[src/rtl/skew_feeder.sv]
// skew_feeder: drains K elements from each of ROWS FIFO lanes and presents
// them to a systolic array's west edge as a diagonal wavefront (row i lags
// row 0 by i cycles). The entire wavefront freezes whenever any active lane's
// FIFO is empty, so the skew between rows is never disturbed.
// Optional build macro: FEEDER_TIMEOUT_EN adds a stall counter that aborts a
// job with a sticky error after TIMEOUT_CYCLES consecutive stalled cycles.
module skew_feeder #(
  parameter int ROWS           = 4,
  parameter int DATA_WIDTH     = 8,
  parameter int LEN_WIDTH      = 8,
  parameter int TIMEOUT_CYCLES = 255
) (
  input  logic                       clk,
  input  logic                       reset_n,
  input  logic                       start,
  input  logic [LEN_WIDTH-1:0]       len,
  input  logic [ROWS-1:0]            fifo_empty,
  input  logic [ROWS*DATA_WIDTH-1:0] fifo_data,
  output logic [ROWS-1:0]            fifo_read,
  output logic [ROWS*DATA_WIDTH-1:0] array_data,
  output logic [ROWS-1:0]            array_valid,
  output logic                       busy,
  output logic                       done,
  output logic                       error
);

  // Wide enough to hold K+ROWS-2 for the largest K, so it never wraps.
  localparam int TW = LEN_WIDTH + $clog2(ROWS) + 1;

  localparam logic [1:0] S_IDLE = 2'd0;
  localparam logic [1:0] S_RUN  = 2'd1;
  localparam logic [1:0] S_FIN  = 2'd2;

  logic [1:0]           r_state;
  logic [LEN_WIDTH-1:0] r_k;
  logic [TW-1:0]        r_t;
  logic                 r_done;

  logic [ROWS-1:0]      w_active;
  logic                 w_stall;
  logic [TW-1:0]        w_t_last;
  logic                 w_timeout;

  assign w_t_last = TW'(r_k) + TW'(ROWS - 2);

  // Lane i carries an element while i <= t < i+K; only meaningful in RUN.
  always_comb begin
    w_active = '0;
    for (int i = 0; i < ROWS; i++) begin
      w_active[i] = (r_state == S_RUN) && (r_t >= TW'(i)) &&
                    (r_t < TW'(i) + TW'(r_k));
    end
  end

  // One empty active lane freezes every lane so the diagonal stays aligned.
  assign w_stall   = |(w_active & fifo_empty);
  assign fifo_read = w_stall ? '0 : w_active;
  assign busy      = (r_state == S_RUN);
  assign done      = r_done;

`ifdef FEEDER_TIMEOUT_EN
  localparam int SW = $clog2(TIMEOUT_CYCLES + 1);

  logic [SW-1:0] r_stall_cnt;
  logic          r_error;

  assign w_timeout = (r_state == S_RUN) && w_stall &&
                     (int'(r_stall_cnt) + 1 >= TIMEOUT_CYCLES);
  assign error     = r_error;

  // Consecutive-stall counter; any progress cycle resets it.
  always_ff @(posedge clk or negedge reset_n) begin
    if (!reset_n) begin
      r_stall_cnt <= '0;
    end else if (r_state == S_IDLE && start) begin
      r_stall_cnt <= '0;
    end else if (r_state == S_RUN) begin
      r_stall_cnt <= w_stall ? r_stall_cnt + 1'b1 : '0;
    end
  end

  // Sticky abort flag, cleared only when a new job is accepted.
  always_ff @(posedge clk or negedge reset_n) begin
    if (!reset_n) begin
      r_error <= 1'b0;
    end else if (r_state == S_IDLE && start) begin
      r_error <= 1'b0;
    end else if (w_timeout) begin
      r_error <= 1'b1;
    end
  end
`else
  logic w_unused;

  assign w_timeout = 1'b0;
  assign error     = 1'b0;
  assign w_unused  = ^TIMEOUT_CYCLES;
`endif

  // Job sequencing: IDLE -> RUN (wavefront) -> FIN (done pulse) -> IDLE.
  always_ff @(posedge clk or negedge reset_n) begin
    if (!reset_n) begin
      r_state <= S_IDLE;
      r_k     <= '0;
      r_t     <= '0;
    end else begin
      case (r_state)
        S_IDLE: begin
          if (start) begin
            if (len != '0) begin
              r_k     <= len;
              r_t     <= '0;
              r_state <= S_RUN;
            end else begin
              r_state <= S_FIN;
            end
          end
        end
        S_RUN: begin
          if (w_timeout) begin
            r_state <= S_FIN;
          end else if (!w_stall) begin
            if (r_t == w_t_last) begin
              r_state <= S_FIN;
            end else begin
              r_t <= r_t + 1'b1;
            end
          end
        end
        S_FIN:   r_state <= S_IDLE;
        default: r_state <= S_IDLE;
      endcase
    end
  end

  // Done is registered so it appears the cycle after FIN.
  always_ff @(posedge clk or negedge reset_n) begin
    if (!reset_n) begin
      r_done <= 1'b0;
    end else begin
      r_done <= (r_state == S_FIN);
    end
  end

  // Edge register: capture popped heads on progress cycles, hold data on stalls.
  always_ff @(posedge clk or negedge reset_n) begin
    if (!reset_n) begin
      array_data  <= '0;
      array_valid <= '0;
    end else if (r_state == S_RUN && !w_stall) begin
      for (int i = 0; i < ROWS; i++) begin
        array_valid[i] <= w_active[i];
        array_data[i*DATA_WIDTH +: DATA_WIDTH] <=
          w_active[i] ? fifo_data[i*DATA_WIDTH +: DATA_WIDTH] : '0;
      end
    end else begin
      array_valid <= '0;
    end
  end

endmodule

[config.mk]
export PLATFORM = sky130hd
export DESIGN_NAME = skew_feeder
export DESIGN_NICKNAME = d
export VERILOG_FILES = /design/src/rtl/skew_feeder.sv
export SDC_FILE = /design/constraint.sdc
export NUM_CORES = 1
export LEC_CHECK = 0
export CORE_MARGIN = 2
export CORE_UTILIZATION = 26
export DETAILED_ROUTE_END_ITERATION = 12
export PLACE_DENSITY = 0.5
export SLEW_MARGIN = 20
export SYNTH_ARGS = -nofsm -noshare
export SYNTH_HDL_FRONTEND = slang
export SYNTH_SLANG_ARGS = --single-unit
[constraint.sdc]
create_clock -name clk -period 4.3 [get_ports clk]
set_input_delay 0.645 -clock clk [delete_from_list [all_inputs] [get_ports clk]]
set_output_delay 0.645 -clock clk [all_outputs]
set_load 0.05 [all_outputs]
Word level (Yosys, flattened, before mapping)
Cells that the tools add are included.
{ "classes": {"addsub": 4, "n_mul": 0, "n_div": 0, "n_lt_le_gt_ge": 8, "n_eq_ne": 8, "n_shift": 0, "mux": 16, "bitwise": 1, "reduce_logical": 17} }
{ "op_table": {"columns": ["cell", "n"], "rows": [
  ["$mux W11", 4],
  ["$lt A11 B9 Y1", 3],
  ["$mux W8", 4],
  ["$ge A11 B1 Y1 const B", 2],
  ["$ge A11 B2 Y1 const B", 2],
  ["$pmux W11 S2", 1],
  ["$add A2 B8 Y9 const A", 2],
  ["$add A11 B1 Y11 const B", 1],
  ["$eq A11 B9 Y1", 1],
  ["$lt A11 B8 Y1", 1],
  ["$add A1 B8 Y9 const A", 1],
  ["$logic_and A1 B1 Y1", 9],
  ["$mux W2", 4],
  ["$mux W4", 2],
  ["$ne A2 B2 Y1 const B", 4],
  ["$reduce_bool A8 Y1", 1],
  ["$reduce_and A3 Y1", 2],
  ["$reduce_and A5 Y1", 1],
  ["$and A4 B4 Y4", 1],
  ["$pmux W2 S2", 1],
  ["$reduce_or A4 Y1", 1],
  ["$eq A2 B1 Y1 const B", 1],
  ["$eq A2 B2 Y1 const B", 1],
  ["$logic_not A2 Y1", 1],
  ["other kinds (3)", 3]
]} }
{ "word_totals": {"regBits": 58, "latch_bits": 0, "mem_bits_rw": 0, "rom_bits": 0, "output_inout_bits": 43, "memories": 0} }

Logic depth before layout (Yosys ltp)
{ "depth": {"word_depth": 8, "depth_mapped": 15} }

Worst setup path after synthesis
No wires, ideal clock.
{ "synth_path": {"path_kind": "register to output", "start": "register r_k[3]", "end": "output port fifo_read[1]", "arrival_ps": 3583, "required_ps": 3655, "setup_slack_ps": 72, "path_stages_with_launch": 12, "n_path_buf": 1, "cell_sequence": "dfrtp_1 clkbuf_1 clkinv_1 nor4_1 and3_1 nand2_1 ha_1 nor4bb_1 o31ai_1 nand4_2 nand3_1 nor3_1"} }
{ "synth_via": {"elab_chain_len": 6} }
{ "synth_rtl": {"columns": ["element", "line_no", "text"], "rows": [
  ["start: declaration", "35", "logic [LEN_WIDTH-1:0] r_k;"],
  ["start signal: assignment", "111", "r_k <= len;"],
  ["$add A1 B8 Y9 or $add A2 B8 Y9 (tied branches)", "51", "(r_t < TW'(i) + TW'(r_k));"],
  ["$lt A11 B9 Y1", "51", null],
  ["$logic_and A1 B1 Y1", "50", "w_active[i] = (r_state == S_RUN) && (r_t >= TW'(i)) &&"],
  ["$and A4 B4 Y4", "56", "assign w_stall = |(w_active & fifo_empty);"],
  ["$reduce_or A4 Y1", "56", null],
  ["$mux W4 *", "57", "assign fifo_read = w_stall ? '0 : w_active;"],
  ["end: declaration", "19", "output logic [ROWS-1:0] fifo_read,"]
]} }
Every way passes the cells marked *; elsewhere a longest branch is shown, timed or not.

Final worst setup path
{ "layout_path": {"start": "register r_k[4]", "end": "output port fifo_read[2]"} }
The elaborated chain is that of the path after synthesis.

==> results.py <==
metrics = {
    "status": {
        "status": "finished, final reports clean",
    },
    "setup_path": {
        "cp_top_family": "simple AND/OR/NAND/NOR gates",
        "crit_required_ns": 3.65,
        "critPathMaxFanout": 6,
        "cp_slowest_stage_delay_ns": 0.42,
        "crit_type": "flip-flop to primary output",
        "endpoint_kind": "primary output",
        "crit_buf_inv": 2,
        "crit_path_cell_trace": "clkinv_1 > nor4_4 > nand2_1 > xnor2_1 > ha_1 > and4_1 > a21boi_0 > o31ai_2 > nand4_2 > nand3_1 > nor3_1 > buf_12",
        "slowest_stage": "dfrtp_1",
        "worst_setup_path_start_kind": "flip-flop",
        "crit_arrival_ns": 3.34,
    },
    "grt": {
        "grt_pass1_wl_mm": 17.15,
        "antenna_found_initial": 0,
        "grt_use_total_pct": 15.03,
        "overflow": 0,
        "grt_pass1_vias": 3200,
        "grt_max_degree": 59,
    },
    "floorplan": {
        "die_h_microns": 121.0,
        "rows": 42,
        "dieArea_sq_mm": 0.01463,
        "coreArea_sq_mm": 0.01330,
        "num_io_pins": 90,
        "initial_core_util_pct": 26.76,
        "fp.dieW_microns": 121.0,
    },
    "power_and_ir_drop": {
        "power_leakage_nw": 2.137,
        "p_per_area_mw_per_mm2": 818.9,
        "pwr-share-comb_pct": 60.9,
        "pwr-share-seq_pct": 23.4,
        "peakVddDrop_uv": 393.2,
        "internal-power_mw": 2.059,
        "power.share.clock_pct": 15.6,
        "p_switching_mw": 1.988,
        "swShare_pct": 49.13,
        "p_total_mw": 4.047,
    },
    "route": {
        "ant_nets": 0,
        "drt-pass1-iter-count": 4,
        "wl_per_cell_microns": 16.84,
        "viasPerCell": 4.974,
        "routed_wl_mm": 10.46,
        "vias": 3089,
        "drcViolationCount": 0,
        "drt-initial-drc-count": 128,
    },
    "clock_tree": {
        "clkTransAtPathRegs_ns": 0.05,
        "clkLatencyLatePin_ns": 0.33,
        "h-tree-depth": 3,
        "cts_buffer_depth": 2,
        "cts_sinks": 58,
        "cts_tree": "built",
        "numCtsBuffers": 9,
        "holdBufCountCts": 0,
        "cts_root_buffer": "clkbuf_16",
    },
    "cells_and_area": {
        "fin_util_pct": 37.17,
        "final_cell_area_sq_mm": 0.004942,
        "syn_to_final_growth_pct": 38.94,
        "final_cell_mix": "83 x clkdlybuf4s50_1, 58 x dfrtp_1, 40 x ha_1",
        "nNetsFinal": 528,
        "drive_gt1_share_pct": 8.090,
        "stdcell_count": 621,
        "final_common_cell": "clkdlybuf4s50_1",
        "num_antenna_cells": 0,
    },
    "synthesis": {
        "synth_nets": 438,
        "syn_area_sq_mm": 0.003557,
        "yosysWarnings": 0,
        "postSynth.asyncResetShare_pct": 100.0,
        "synth_edf_count": 0,
        "ys_types": 53,
        "ys_seq_area_share_pct": 40.80,
        "yosys_register_bits": 58,
        "synth_top_cell_by_area": "dfrtp_1",
        "synthCells": 351,
        "synth_area_leaders": "dfrtp_1 41%, ha_1 14%, a22o_1 8.4%, xnor2_1 3.9%, a21oi_1 2.5%",
        "avgSynthCellArea_sq_um": 10.13,
        "synth_top_cell_area_share_pct": 40.80,
        "synthFlopType": "dfrtp_1",
    },
    "timing": {
        "rsz0062_at_grt": "yes",
        "hold_viol_final": 0,
        "whs_ns": 0.4629,
        "maxSlewHeadroom_pct": 49.86,
        "worst_slew_pin_slew_ns": 0.7521,
        "final-max-slew-violation-count": 0,
        "fin_skew_ns": 0.008213,
        "timing.final.ws_setup_ns": 0.3174,
        "max_freq_ghz": 0.2511,
        "setup_viol": 0,
        "post-route-min-period_ns": 3.983,
        "fin_tns_setup_ns": 0,
        "finalCritPeriodShare_pct": 92.62,
    },
    "flow_run": {
        "maxCapViolCount": 0,
    },
    "placement": {
        "dpl.cell_count": 606,
        "hpwl_mm": 7.943,
        "numPortBuffers": 88,
        "dpl_cell_area_sq_mm": 0.004662,
        "gp_congestion": 0.8555,
        "place_ws_ns": 0.4350,
    },
    "worst_hold_path": {
        "hold_path_class": "input pin to asynchronous set/reset pin",
    },
}
[path summary, 6_finish.rpt]
check,from,to,slack (ns),cells past startpoint
hold reg to reg,r_state[0],done,0.49,1
setup / recovery,r_k[4],fifo_read[2],0.32,12
hold / removal,reset_n,done,0.46,2
min in group clk,r_state[0],done,0.49,1
setup reg to reg,r_k[4],array_data[18],0.79,14
max in group asynchronous,reset_n,array_data[28],3.33,2
[metal layers]
metal / share of wire [%] / wire length (microns) / track usage (%)
met1: 47 / 4879 / 20.03
met2: 49 / 5114 / 24.44
met3: 2.7 / 283 / 2.867
met4: 1.7 / 183 / 4.942
met5: 0 / 0 / 0
[timing repair]
item | 4_1_cts | 5_1_grt
endpoints found under the setup margin | 0 | 4
buffers inserted | 0 | 0
gates resized for setup | 0 | 3
[Yosys cell counts (4+ instances only)]
cell type	n
a21oi_1	18
a22o_1	34
and3_1	4
buf_2	7
clkbuf_1	4
dfrtp_1	58
ha_1	40
inv_1	15
nand2_1	21
nand2b_1	4
nand3_1	12
nand4_1	11
nor2_1	16
nor3_1	9
nor4_1	5
o21ai_0	17
o31ai_1	8
xnor2_1	16
[layout make-up]
cell class | count | area (sq um)
fill | 1342 | 8353
multi-input combinational | 261 | 1986
sequential | 58 | 1451
timing repair buffer | 94 | 960.9
clock buffer | 9 | 225.2
tap | 176 | 220.2
inverter | 17 | 63.81
clock inverter | 6 | 35.03
[logic make-up (layout without fill, tap and decap cells)]
| group | Yosys count | count (layout) | share of synthesized area (%) |
|---|---|---|---|
| other | 1 | 1 | 0.1054 |
| muxes | 1 | 1 | 0.3165 |
| AOI/OAI and AO/OA | 95 | 95 | 19.10 |
| and+or+nand+nor | 107 | 107 | 17.48 |
| buffers and inverters | 32 | 126 | 3.939 |
| xor gates and xnor gates | 17 | 17 | 4.186 |
| DFF | 58 | 58 | 40.80 |
| adders and majority gates | 40 | 40 | 14.07 |
[flip-flops by register name, indices dropped and copies added (netlist names)]
signal       flops
r_state          2
array_data      32
r_t             11
done             1
array_valid      4
r_k              8
[power by group through the flow]
stage               logic (mW)  clock network, mW  registers, mW
floorplan                 1.19                  0           1.43
global placement          2.45                  0          0.954
detailed placement        2.47                  0          0.956
CTS                       2.48              0.650          0.950
global route              2.68              0.681          0.978
finish                    2.47              0.633          0.948
Power figures use the tool's default switching activity.
